===== src/rtl/memory_move_gen.sv =====
`default_nettype none
// ============================================================================
// Module   : memory_move_gen
// Brief    : Memory-game move-event generator: board, picks, pair compare,
//            scores and turn timer feeding the turn/end FSM via code x.
// Revision : 1.0 - initial release
// ============================================================================
module memory_move_gen #(
   parameter int N_CARDS       = 16,
   parameter int VAL_W         = 3,
   parameter int REVEAL_CYCLES = 50000000,
   parameter int TURN_CYCLES   = 500000000
) (
   input  logic                              clk,
   input  logic                              rst,
   input  logic                              start,
   input  logic                              load_en,
   input  logic [$clog2(N_CARDS)-1:0]        load_addr,
   input  logic [VAL_W-1:0]                  load_val,
   input  logic                              pick_valid,
   input  logic [$clog2(N_CARDS)-1:0]        pick_idx,
   input  logic                              player,
   input  logic                              endState,
   output logic [1:0]                        x,
   output logic [$clog2(N_CARDS/2+1)-1:0]    score0,
   output logic [$clog2(N_CARDS/2+1)-1:0]    score1,
   output logic [N_CARDS-1:0]                matched,
   output logic [$clog2(N_CARDS)-1:0]        first_idx,
   output logic [$clog2(N_CARDS)-1:0]        second_idx,
   output logic                              reveal,
   output logic                              pick_err,
   output logic                              busy
);

   localparam int c_IW    = $clog2(N_CARDS);
   localparam int c_PAIRS = N_CARDS / 2;
   localparam int c_WIN   = c_PAIRS / 2 + 1;
   localparam int c_SW    = $clog2(c_PAIRS + 1);
   localparam int c_TMAX  = (TURN_CYCLES > REVEAL_CYCLES) ? TURN_CYCLES : REVEAL_CYCLES;
   localparam int c_TW    = $clog2(c_TMAX + 1);

   localparam logic [c_TW-1:0] c_TURN      = c_TW'(TURN_CYCLES);
   localparam logic [c_TW-1:0] c_REVEAL    = c_TW'(REVEAL_CYCLES);
   localparam logic [c_TW-1:0] c_ONE       = c_TW'(1);
   localparam logic [c_SW-1:0] c_SCORE_MAX = c_SW'(c_PAIRS);
   localparam logic [c_SW-1:0] c_SCORE_WIN = c_SW'(c_WIN);
   localparam logic [c_SW-1:0] c_SCORE_INC = c_SW'(1);
   localparam logic [c_IW:0]   c_NCARDS    = (c_IW+1)'(N_CARDS);

   localparam logic [1:0] c_X_NONE = 2'b00;
   localparam logic [1:0] c_X_PASS = 2'b01;
   localparam logic [1:0] c_X_WIN  = 2'b10;
   localparam logic [1:0] c_X_TIE  = 2'b11;

   typedef enum logic [2:0] {
      ST_IDLE        = 3'd0,
      ST_WAIT_FIRST  = 3'd1,
      ST_WAIT_SECOND = 3'd2,
      ST_COMPARE     = 3'd3,
      ST_REVEAL      = 3'd4,
      ST_EMIT        = 3'd5,
      ST_DONE        = 3'd6
   } state_t;

   state_t             r_state, w_state;
   logic [c_TW-1:0]    r_timer, w_timer;
   logic [1:0]         r_x, w_x;
   logic [c_SW-1:0]    r_score0, w_score0;
   logic [c_SW-1:0]    r_score1, w_score1;
   logic [N_CARDS-1:0] r_matched, w_matched;
   logic [c_IW-1:0]    r_first, w_first;
   logic [c_IW-1:0]    r_second, w_second;
   logic               r_reveal, w_reveal;
   logic               r_pick_err, w_pick_err;

   logic [VAL_W-1:0]   r_board [N_CARDS];

   logic               w_setup;
   logic               w_pick_ok_first;
   logic               w_pick_ok_second;
   logic               w_load_ok;
   logic [c_SW-1:0]    w_cur_score;

   assign w_setup          = (r_state == ST_IDLE) || (r_state == ST_DONE);
   assign w_pick_ok_first  = pick_valid && ({1'b0, pick_idx} < c_NCARDS) && !r_matched[pick_idx];
   assign w_pick_ok_second = w_pick_ok_first && (pick_idx != r_first);
   assign w_load_ok        = load_en && !start && !rst && w_setup && ({1'b0, load_addr} < c_NCARDS);
   assign w_cur_score      = player ? r_score1 : r_score0;

   // Board contents deliberately survive reset.
   always_ff @(posedge clk) begin
      if (w_load_ok) begin
         r_board[load_addr] <= load_val;
      end
   end

   always_comb begin
      w_state    = r_state;
      w_timer    = r_timer;
      w_x        = c_X_NONE;
      w_score0   = r_score0;
      w_score1   = r_score1;
      w_matched  = r_matched;
      w_first    = r_first;
      w_second   = r_second;
      w_reveal   = r_reveal;
      w_pick_err = 1'b0;

      if (w_setup && start) begin
         w_state   = ST_WAIT_FIRST;
         w_score0  = '0;
         w_score1  = '0;
         w_matched = '0;
         w_reveal  = 1'b0;
         w_timer   = c_TURN;
      end else if (endState && (r_state != ST_DONE)) begin
         // The game FSM has already ended the game: drop any pending event.
         w_state  = ST_DONE;
         w_reveal = 1'b0;
      end else begin
         case (r_state)
            ST_WAIT_FIRST, ST_WAIT_SECOND: begin
               if ((r_state == ST_WAIT_FIRST) && w_pick_ok_first) begin
                  w_first  = pick_idx;
                  w_reveal = 1'b1;
                  w_timer  = c_TURN;
                  w_state  = ST_WAIT_SECOND;
               end else if ((r_state == ST_WAIT_SECOND) && w_pick_ok_second) begin
                  w_second = pick_idx;
                  w_state  = ST_COMPARE;
               end else begin
                  w_pick_err = pick_valid;
                  if (r_timer <= c_ONE) begin
                     w_x      = c_X_PASS;
                     w_reveal = 1'b0;
                     w_timer  = c_TURN;
                     w_state  = ST_WAIT_FIRST;
                  end else begin
                     w_timer = r_timer - c_ONE;
                  end
               end
            end
            ST_COMPARE: begin
               if (r_board[r_first] == r_board[r_second]) begin
                  w_matched[r_first]  = 1'b1;
                  w_matched[r_second] = 1'b1;
                  if (!player && (r_score0 != c_SCORE_MAX)) w_score0 = r_score0 + c_SCORE_INC;
                  if (player && (r_score1 != c_SCORE_MAX))  w_score1 = r_score1 + c_SCORE_INC;
               end
               w_timer = c_REVEAL;
               w_state = ST_REVEAL;
            end
            ST_REVEAL: begin
               if (r_timer <= c_ONE) begin
                  w_state = ST_EMIT;
               end else begin
                  w_timer = r_timer - c_ONE;
               end
            end
            ST_EMIT: begin
               w_reveal = 1'b0;
               w_timer  = c_TURN;
               if (w_cur_score == c_SCORE_WIN) begin
                  w_x     = c_X_WIN;
                  w_state = ST_DONE;
               end else if (&r_matched) begin
                  w_x     = c_X_TIE;
                  w_state = ST_DONE;
               end else if (!r_matched[r_first]) begin
                  // first card still unmatched means the pair differed
                  w_x     = c_X_PASS;
                  w_state = ST_WAIT_FIRST;
               end else begin
                  w_state = ST_WAIT_FIRST;
               end
            end
            ST_IDLE, ST_DONE: begin
               w_state = r_state;
            end
            default: begin
               w_state = ST_IDLE;
            end
         endcase
      end
   end

   always_ff @(posedge clk) begin
      if (rst) begin
         r_state    <= ST_IDLE;
         r_timer    <= '0;
         r_x        <= c_X_NONE;
         r_score0   <= '0;
         r_score1   <= '0;
         r_matched  <= '0;
         r_first    <= '0;
         r_second   <= '0;
         r_reveal   <= 1'b0;
         r_pick_err <= 1'b0;
      end else begin
         r_state    <= w_state;
         r_timer    <= w_timer;
         r_x        <= w_x;
         r_score0   <= w_score0;
         r_score1   <= w_score1;
         r_matched  <= w_matched;
         r_first    <= w_first;
         r_second   <= w_second;
         r_reveal   <= w_reveal;
         r_pick_err <= w_pick_err;
      end
   end

   assign x          = r_x;
   assign score0     = r_score0;
   assign score1     = r_score1;
   assign matched    = r_matched;
   assign first_idx  = r_first;
   assign second_idx = r_second;
   assign reveal     = r_reveal;
   assign pick_err   = r_pick_err;
   assign busy       = (r_state == ST_COMPARE) || (r_state == ST_REVEAL) || (r_state == ST_EMIT);

endmodule
`default_nettype wire


===== config.mk =====
export PLATFORM = sky130hd
export DESIGN_NAME = memory_move_gen
export DESIGN_NICKNAME = d
export VERILOG_FILES = /design/src/rtl/memory_move_gen.sv
export SDC_FILE = /design/constraint.sdc
export NUM_CORES = 1
export LEC_CHECK = 0
export BUFFER_PORTS_ARGS = -buffer_cell sky130_fd_sc_hd__buf_2
export CELL_PAD_IN_SITES_DETAIL_PLACEMENT = 0
export CELL_PAD_IN_SITES_GLOBAL_PLACEMENT = 1
export CORE_ASPECT_RATIO = 1.75
export CORE_MARGIN = 2
export CORE_UTILIZATION = 43
export DETAILED_ROUTE_END_ITERATION = 6
export GPL_TIMING_DRIVEN = 0
export MAX_ROUTING_LAYER = met4
export PLACE_DENSITY = 0.82
export REMOVE_ABC_BUFFERS = 1
export SLEW_MARGIN = 20
export SYNTH_ARGS = -nofsm -noshare
export SYNTH_HDL_FRONTEND = slang
export SYNTH_SLANG_ARGS = --single-unit

===== constraint.sdc =====
create_clock -name clk -period 2.6 [get_ports clk]
set_input_delay 0.13 -clock clk [delete_from_list [all_inputs] [get_ports clk]]
set_output_delay 0.13 -clock clk [all_outputs]
set_load 0.01 [all_outputs]

==> impl_metrics.toml, run 1 <==
[detailed_routing]
ant_nets = 0
drcViolationCount = 0
vias_per_cell = 6.376
drtIter0Drc = 432
dr_total_vias = 5993
drt-wirelength-per-cell_um = 21.60
drt_wl_total_um = 20310
dr.pass1.iters = 7

[clocking]
root_buffer = "clkbuf_16"
cts_num_sinks = 124
clk_latency_ns = 0.42
path_clk_slew_ns = 0.05
cts_tree = "yes"
cts_inserted_buffers = 17
cts_max_level = 4
cts_hold_repair.buffers = 0
clockBufferDepth = 2

[die]
die_width_um = 97.25
start_util_pct = 43.88
rows = 59
io_pins = 55
dieArea_um2 = 16260
fp.dieH_um = 167.2
core_area_um2 = 14910

[status]
violations = "setup timing"
outcome = "finished with violations"

[setup_path]
cpPeakStageDelay_ns = 0.40
critPathLaunchType = "register"
r2r_setup_slack_ns = -0.11
rr_startpoint = "r_timer[1]"
cp_max_fo = 8
crit_arrival_ns = 3.02
crit_type = "register to register"
r2r_end = "r_timer[2]"
worstPathRequired_ns = 2.91
cp_slowest_cell = "or3b_4"
cpLargestDelayFamily = "simple AND/OR/NAND/NOR gates"
endpoint_kind = "register"
cp.buffers_inverters = 1
rr_worst_depth = 9
worstPathCellList = "inv_4 > ha_4 > or3b_4 > a211oi_4 > nand4_1 > o21ai_4 > or2_2 > nor2_2 > a32o_1"

[synthesis]
yosysSeqAreaShare_pct = 45.28
synthesis.area_um2 = 6544
synth_warnings = 0
synth-edff-count = 48
ys_seq_elements = 124
synth.distinct_cells = 60
synth-async-reset-ratio_pct = 0
avgSynthCellArea_um2 = 10.01
netlist_instances = 654
ys.flop_type = "dfxtp_1"

[hold_path]
min_path_type = "primary input to register"
holdCritStartpoint = "pick_valid"
hold_depth = 2
min_to = "pick_err"

[place]
dp_hpwl_um = 12530
gp_congestion = 0.8552
port_buffers = 54

[cells_and_area]
n_antenna_cell = 0
syn_to_final_growth_pct = 28.57
layout-drive-gt1-share_pct = 36.46
nets = 768
fin_util_pct = 56.42

[timing]
slew_viol_final = 0
final_hold_viol_count = 0
fin_crit_ns = 2.713
finalCritPeriodShare_pct = 104.3
hold-worst-slack_ns = 0.03178
rsz0062_at_grt = "yes"
fmax_ghz = 0.3686
worst_slack_ns = -0.1131
worst_pin_slew_ns = 0.7509
setup_viol = 25
slew_headroom_pct = 49.48
fin_skew_ns = 0.01182

[global_route]
overflow = 0
grt_first_pass_wirelength_um = 31150
grt_max_degree = 27
grt_pass1_vias = 6100
grtUsageTotal_pct = 24.91
antenna_found_initial = 0

[pwr]
total_leakage_power_nw = 3.032
power_density_nw_per_um2 = 711.3
peakVddDrop_mv = 0.4645

[job]
maxCapViolCount = 0
## cells in the mapped netlist (5+ instances only)
cell type,n,area (um^2)
a211oi_1,13,97.59
mux2i_1,11,110.1
nor3b_1,5,37.54
or2_2,13,81.33
xnor2_1,5,43.79
mux4_2,33,743.2
edfxtp_1,48,1441
nor2_1,66,247.7
buf_2,9,45.04
a32o_1,5,50.05
nor3_1,31,155.2
nand2_1,54,202.7
inv_1,15,56.30
o22ai_1,17,106.4
a31oi_1,7,43.79
o21ai_0,12,60.06
nand4_1,9,56.30
dfxtp_1,76,1521
nor2b_1,7,43.79
ha_1,6,75.07
xor2_1,5,43.79
clkbuf_1,23,86.33
a21oi_1,46,230.2
or4_1,8,60.06
or3_1,5,31.28
nor4_1,18,112.6
nand2b_1,16,100.1
nand3_1,26,130.1
## worst max-delay path by stage
stage | start | endpoint | slack, ns | cells after the start
after detailed placement | r_timer[0] | r_timer[4] | -1.16 | 8
after CTS | r_timer[1] | r_timer[2] | -0.04 | 8
after global placement | r_state[0] | score1[2] | -1.27 | 5
final | r_timer[1] | r_timer[2] | -0.11 | 9
after global routing | r_timer[1] | r_timer[13] | -0.19 | 10
after floorplan | register | score1[2] | -0.48 | 6
## metal layers
metal | track usage (%) | share of wire, % | vias to the layer above
li1 | - | - | 2699
met1 | 25.39 | 36 | 2957
met2 | 44.23 | 55 | 244
met3 | 4.633 | 4.7 | 93
met4 | 14.55 | 4.6 | 0
met5 | - | 0 | -
## worst register-to-register path, cell delays in order (launching register included)
cell	delay (ns)
dfxtp_4	0.36
inv_4	0.06
ha_4	0.11
or3b_4	0.40
a211oi_4	0.39
nand4_1	0.23
o21ai_4	0.31
or2_2	0.39
nor2_2	0.13
a32o_1	0.23
## metrics by stage
| stage | total power [mW] | instance area (um^2) | setup slack [ns] | instances | setup TNS [ns] |
|---|---|---|---|---|---|
| global placement | 3.243 | 6848 | -1.269 | 851 | -54.12 |
| floorplan | 2.976 | 6349 | -0.4849 | 614 | -11.78 |
| finish | 5.984 | 8413 | -0.1131 | 940 | -1.550 |
| detailed placement | 3.291 | 6898 | -1.162 | 853 | -48.60 |
| CTS | 5.835 | 8048 | -0.04073 | 925 | -0.1838 |
| global route | 6.239 | 8413 | -0.1895 | 940 | -4.481 |
## report_power, final
part | internal, mW | switching [mW]
Combinational | 0.552 | 0.824
Clock | 1.50 | 0.841
Sequential | 2.11 | 0.159
Total | 4.16 | 1.83
## state kept, by name (all words and copies together) (netlist names), named ones only
register,count
r_board,48
r_timer,29
x,2
score0,4
score1,4
pick_err,1
reveal,1
r_state,3
second_idx,4
matched,16
first_idx,4
## layout make-up
| class | count | area, um^2 |
|---|---|---|
| Fill cell | 1290 | 6499 |
| Multi-Input combinational cell | 482 | 3796 |
| Sequential cell | 124 | 3024 |
| Timing Repair Buffer | 103 | 714.4 |
| Clock buffer | 20 | 436.7 |
| Tap cell | 183 | 229.0 |
| Clock inverter | 12 | 146.4 |
| Inverter | 16 | 66.31 |
## cells by family after synthesis
group	count (synthesis)	synth area share [%]
AOI/OAI and AO/OA	143	14.51
buffers and inverters	56	3.900
DFF	124	45.28
adders and majority gates	6	1.147
xor gates and xnor gates	10	1.338
and+or+nand+nor	271	20.78
muxes	44	13.04
## cells in the final DEF (no fill, tap or decap), types with 6 or more instances in the layout
cell type  instances
nor2b_1            7
o21ai_1            7
dfxtp_4           10
nand3_1           22
nor4_1            10
a31oi_1            6
buf_4             40
mux2i_1           11
or4_1              6
mux4_2            33
a211oi_1           8
nor3_1            28
or2_2             14
nor4_2             6
a21oi_1           40
nand4_1            9
nand2b_1          15
buf_2             54
clkbuf_16         17
o22ai_1           17
dfxtp_2           19
nor2_1            63
dfxtp_1           47
o21ai_0            6
nand2_1           53
inv_1             14
edfxtp_1          48
## repair_timing
item	CTS	global route
buffers inserted	34	13
gates resized for setup	85	46
endpoints found under the setup margin	59	55
cloned	6	2
pin swaps	38	32
No activity file was read; power rests on OpenSTA's default activity.
==> run 2: changes to the inputs <==
--- a/config.mk
+++ b/config.mk
@@ -8,8 +8,7 @@
 export BUFFER_PORTS_ARGS = -buffer_cell sky130_fd_sc_hd__buf_2
 export CELL_PAD_IN_SITES_DETAIL_PLACEMENT = 0
 export CELL_PAD_IN_SITES_GLOBAL_PLACEMENT = 1
-export CORE_ASPECT_RATIO = 1.75
-export CORE_MARGIN = 2
+export CORE_MARGIN = 5
 export CORE_UTILIZATION = 43
 export DETAILED_ROUTE_END_ITERATION = 6
 export GPL_TIMING_DRIVEN = 0
==> run 2 against run 1 <==
Compared with the run above: the flow still finishes with violations (setup timing); non-clock buffer count is 6 lower; die area is 9.4% higher; core utilization is 1.1 points lower; worst hold slack worse by 0.011 ns.
==> impl_metrics.toml, run 2 (synthesis gave the netlist of run 1 again) <==
[status]
outcome = "finished with violations"
violations = "setup timing"

[cells_and_area]
fin_util_pct = 55.32
layout_common_cells = "nor2_1 (64), buf_2 (54), nand2_1 (53)"
layout-drive-gt1-share_pct = 35.33
largest-register = "r_board"
final_common_cell = "nor2_1"
instances_no_fill = 938
largest_reg_flops = 48
syn_to_final_growth_pct = 27.55
n_antenna_cell = 0
nets = 761

[pwr]
comb_power_share_pct = 23.3
p_sw_mw = 1.909
power_density_nw_per_um2 = 734.8
internal_power_mw = 4.224
clkPwrFrac_pct = 39.7
power.share.sequential_pct = 36.9
netSwitchingFraction_pct = 31.13
total_leakage_power_nw = 2.997
peakVddDrop_mv = 0.4802
power_mw = 6.133

[timing]
setup_viol = 6
slew_headroom_pct = 57.14
hold-worst-slack_ns = 0.02048
fin_crit_ns = 2.623
worst_pin_slew_ns = 0.6429
worst_slack_ns = -0.02255
rsz0062_at_grt = "yes"
fmax_ghz = 0.3813
fin_skew_ns = 0.01033
finalCritPeriodShare_pct = 100.9
slew_viol_final = 0
final_hold_viol_count = 0

[setup_path]
crit_type = "register to register"
cp_max_fo = 6
r2r_setup_slack_ns = -0.02
crit_arrival_ns = 2.96
r2r_end = "r_timer[12]"
critPathLaunchType = "register"
endpoint_kind = "register"
rr_startpoint = "matched[9]"
rr_worst_depth = 7
worstPathRequired_ns = 2.94

[die]
die_width_um = 133.4
rows = 45
start_util_pct = 43.37
core_area_um2 = 15090
io_pins = 55
dieArea_um2 = 17780
fp.dieH_um = 133.4

[hold_path]
hold_depth = 2
min_path_type = "primary input to register"
min_to = "pick_err"
holdCritStartpoint = "pick_valid"

[place]
dp_hpwl_um = 11760
dp.cells = 858
gp_congestion = 0.8797
port_buffers = 54

[detailed_routing]
vias_per_cell = 6.305
dr.pass1.iters = 5
drtIter0Drc = 589
dr_total_vias = 5914
drt-wirelength-per-cell_um = 20.42
drt_wl_total_um = 19160
ant_nets = 0
drcViolationCount = 0

[global_route]
grt_max_degree = 26
grt_first_pass_wirelength_um = 29960
grtUsageTotal_pct = 21.89
overflow = 0
antenna_found_initial = 0
grt_pass1_vias = 5737

[clocking]
cts_inserted_buffers = 17
clk_latency_ns = 0.42
cts_max_level = 4
clockBufferDepth = 2
root_buffer = "clkbuf_16"
cts_num_sinks = 124
cts_tree = "yes"
cts_hold_repair.buffers = 0
path_clk_slew_ns = 0.06

[job]
maxCapViolCount = 0
==> run 2: final cells by class <==
cell class / instances / area, um^2
clock buffers: 19 / 432.9
flip-flops and latches: 124 / 3008
repair buffers: 97 / 676.9
inverters: 16 / 60.06
clock inverters: 13 / 165.2
fillers: 1280 / 6743
multi-input cells: 481 / 3769
well taps: 188 / 235.2
==> run 2: power groups by stage <==
stage,Combinational (mW),Sequential (mW),Clock [mW]
floorplan,0.726,2.25,0
global placement,0.958,2.28,0
detailed placement,1.01,2.28,0
CTS,1.24,2.25,2.45
global route,1.54,2.28,2.55
finish,1.43,2.27,2.44
==> run 2: worst max-delay path by stage <==
stage | slack, ns | from | to
after global placement | -1.03 | r_timer[13] | r_timer[2]
final | -0.02 | matched[9] | r_timer[12]
after floorplan | -0.48 | register | score1[2]
after global routing | -0.15 | r_timer[13] | r_timer[8]
after detailed placement | -1.14 | register | score1[2]
after CTS | -0.02 | matched[9] | r_timer[12]
==> run 2: metal layers <==
metal	GRT usage [%]	routed length, um
met1	26.52	7861
met2	36.03	9424
met3	5.400	1459
met4	7.257	411
met5	-	0
==> run 2: critical path, cell delays in order (launching register included) <==
cell and delay (ns):
dfxtp_2 0.36, mux2i_1 0.07, mux4_2 0.49, a22o_4 0.30, or4_4 0.53, and2_4 0.19, or4_1 0.46, a31oi_1 0.14
==> run 2: stage by stage <==
stage / cell area (um^2) / setup WS [ns] / TNS, ns
2_1_floorplan: 6349 / -0.4849 / -11.78
3_3_place_gp: 6854 / -1.027 / -43.96
3_5_place_dp: 6903 / -1.136 / -47.21
4_1_cts: 8029 / -0.02024 / -0.02085
5_1_grt: 8347 / -0.1535 / -2.452
6_report: 8347 / -0.02255 / -0.07919
==> run 2: timing repair <==
| item | in CTS | in global routing |
|---|---|---|
| setup endpoints to repair | 65 | 52 |
| pin swaps | 21 | 17 |
| buffers inserted | 28 | 13 |
| cloned | 7 | 0 |
| gates resized for setup | 72 | 48 |
==> run 3: changes to the inputs <==
--- a/config.mk
+++ b/config.mk
@@ -6,15 +6,16 @@
 export NUM_CORES = 1
 export LEC_CHECK = 0
 export BUFFER_PORTS_ARGS = -buffer_cell sky130_fd_sc_hd__buf_2
+export CAP_MARGIN = 20
 export CELL_PAD_IN_SITES_DETAIL_PLACEMENT = 0
 export CELL_PAD_IN_SITES_GLOBAL_PLACEMENT = 1
 export CORE_MARGIN = 5
 export CORE_UTILIZATION = 43
 export DETAILED_ROUTE_END_ITERATION = 6
 export GPL_TIMING_DRIVEN = 0
-export MAX_ROUTING_LAYER = met4
 export PLACE_DENSITY = 0.82
 export REMOVE_ABC_BUFFERS = 1
+export SKIP_CTS_REPAIR_TIMING = 1
 export SLEW_MARGIN = 20
 export SYNTH_ARGS = -nofsm -noshare
 export SYNTH_HDL_FRONTEND = slang
==> run 3 against run 2 <==
Compared with the run above: the run still ends with setup timing left; register-to-register slack lost 0.05 ns; clock skew shrank 0.0012 ns; clock power is essentially flat; worst hold slack lost 0.0038 ns; routed wire length grew 0.79%; power shrank 0.27%; sequential power is essentially flat; global-route usage shrank 2.6 points; clock-buffer cell count is the same; critical endpoint unchanged.
==> impl_metrics.toml, run 3 (synthesis gave the netlist of run 1 again) <==
[global_route]
grt_use_met2_pct = 32.62
busiest_layer = "met2"
grt_pass1_vias = 5285
grt_max_degree = 34
grt_util_met1_pct = 24.64
grtUsageTotal_pct = 19.29
overflow = 0
use_met3_pct = 4.607
grt_first_pass_wirelength_um = 27400
antenna_found_initial = 0

[die]
fp.dieH_um = 133.4
dieArea_um2 = 17780
core_area_um2 = 15090
io_pins = 55
start_util_pct = 43.37
rows = 45
die_width_um = 133.4

[timing]
final_hold_viol_count = 0
setup_viol = 16
worst_pin_slew_ns = 0.7109
fin_crit_ns = 2.676
fmax_ghz = 0.3736
rsz0062_at_grt = "yes"
finalCritPeriodShare_pct = 102.9
fin_skew_ns = 0.009132
slew_headroom_pct = 52.17
hold-worst-slack_ns = 0.01665
tns_ns = -0.5649
worst_slack_ns = -0.07642
slew_viol_final = 0

[setup_path]
worstPathRequired_ns = 2.94
rr_startpoint = "matched[3]"
crit_arrival_ns = 3.01
critical_path.startpoint = "matched[3]"
r2r_end = "r_timer[12]"
endpoint_kind = "register"
critPathLaunchType = "register"
critPathCapture = "r_timer[12]"
crit_type = "register to register"
rr_worst_depth = 7
r2r_setup_slack_ns = -0.08
cp_max_fo = 6

[place]
postPlaceCellArea_um2 = 6903
gp_congestion = 0.8656
post-place-ws_ns = -1.136
dp_hpwl_um = 11760
dp.cells = 858
port_buffers = 54

[detailed_routing]
drtIter0Drc = 618
dr_total_vias = 5916
drt-wirelength-per-cell_um = 20.56
vias_per_cell = 6.300
ant_nets = 0
drcViolationCount = 0
drt_wl_total_um = 19310
dr.pass1.iters = 5

[pwr]
clkPwrFrac_pct = 39.7
p_sw_mw = 1.900
power.share.sequential_pct = 37.1
comb_power_share_pct = 23.2
peakVddDrop_mv = 0.4904
power_density_nw_per_um2 = 737.5
internal_power_mw = 4.216
total_leakage_power_nw = 2.994
netSwitchingFraction_pct = 31.07
power_mw = 6.117

[clocking]
cts_tree = "yes"
cts_inserted_buffers = 17
clk_latency_ns = 0.42
cts_num_sinks = 124
path_clk_slew_ns = 0.06
root_buffer = "clkbuf_16"
clockBufferDepth = 2
cts_max_level = 4

[cells_and_area]
nets = 762
syn_to_final_growth_pct = 26.75
layout_common_cells = "nor2_1 (63), buf_2 (54), nand2_1 (53), dfxtp_1 (53), edfxtp_1 (48)"
fin_util_pct = 54.97
largest-register = "r_board"
largest_reg_flops = 48
layout-drive-gt1-share_pct = 33.95
instances_no_fill = 939
final_common_cell = "nor2_1"
postLayoutCellArea_um2 = 8294
n_antenna_cell = 0

[status]
outcome = "finished with violations"
violations = "setup timing"

[hold_path]
min_path_type = "primary input to register"

[job]
maxCapViolCount = 0
## run 3: changes by cell type in the layout (fill, tap and decap cells not counted), sizes merged
cell    before  now
and4         5    6
or2         15   17
clkbuf      19   20
nand2       55   54
buf         97   95
## run 3: critical path: stages (launching register included)
cell	delay [ns]
dfxtp_1	0.42
mux2i_1	0.10
mux4_2	0.49
a22o_4	0.26
or4_4	0.55
and2_4	0.19
or4_1	0.46
a31oi_1	0.14
## run 3: how the worst min path moves through the flow
stage	to	slack (ns)	depth (start not counted)	startpoint
2_1_floorplan	r_state[0]	0.20	1	rst
3_3_place_gp	pick_err	0.43	2	pick_valid
3_5_place_dp	pick_err	0.43	2	pick_valid
4_1_cts	pick_err	0.003	2	pick_valid
5_1_grt	pick_err	0.02	2	pick_valid
6_report	pick_err	0.02	2	pick_valid
## run 3: layer usage
metal | up-vias | part of all wire [%]
li1 | 2694 | -
met1 | 2919 | 41
met3 | 40 | 7.5
met4 | 0 | 1.8
met2 | 263 | 50
met5 | - | 0
## run 3: final cells by class
cell class / count / area (um^2)
flip-flops and latches: 124 / 3009
well taps: 188 / 235.2
clock buffers: 19 / 432.9
clock inverters: 13 / 165.2
fillers: 1287 / 6795
repair buffers: 96 / 661.9
inverters: 16 / 60.06
multi-input cells: 483 / 3730
## run 3: power groups by stage
stage | Combinational [mW] | Clock, mW | Sequential, mW
2_1_floorplan | 0.726 | 0 | 2.25
3_3_place_gp | 0.958 | 0 | 2.28
3_5_place_dp | 1.01 | 0 | 2.28
4_1_cts | 1.01 | 2.45 | 2.24
5_1_grt | 1.53 | 2.54 | 2.28
6_report | 1.42 | 2.43 | 2.27
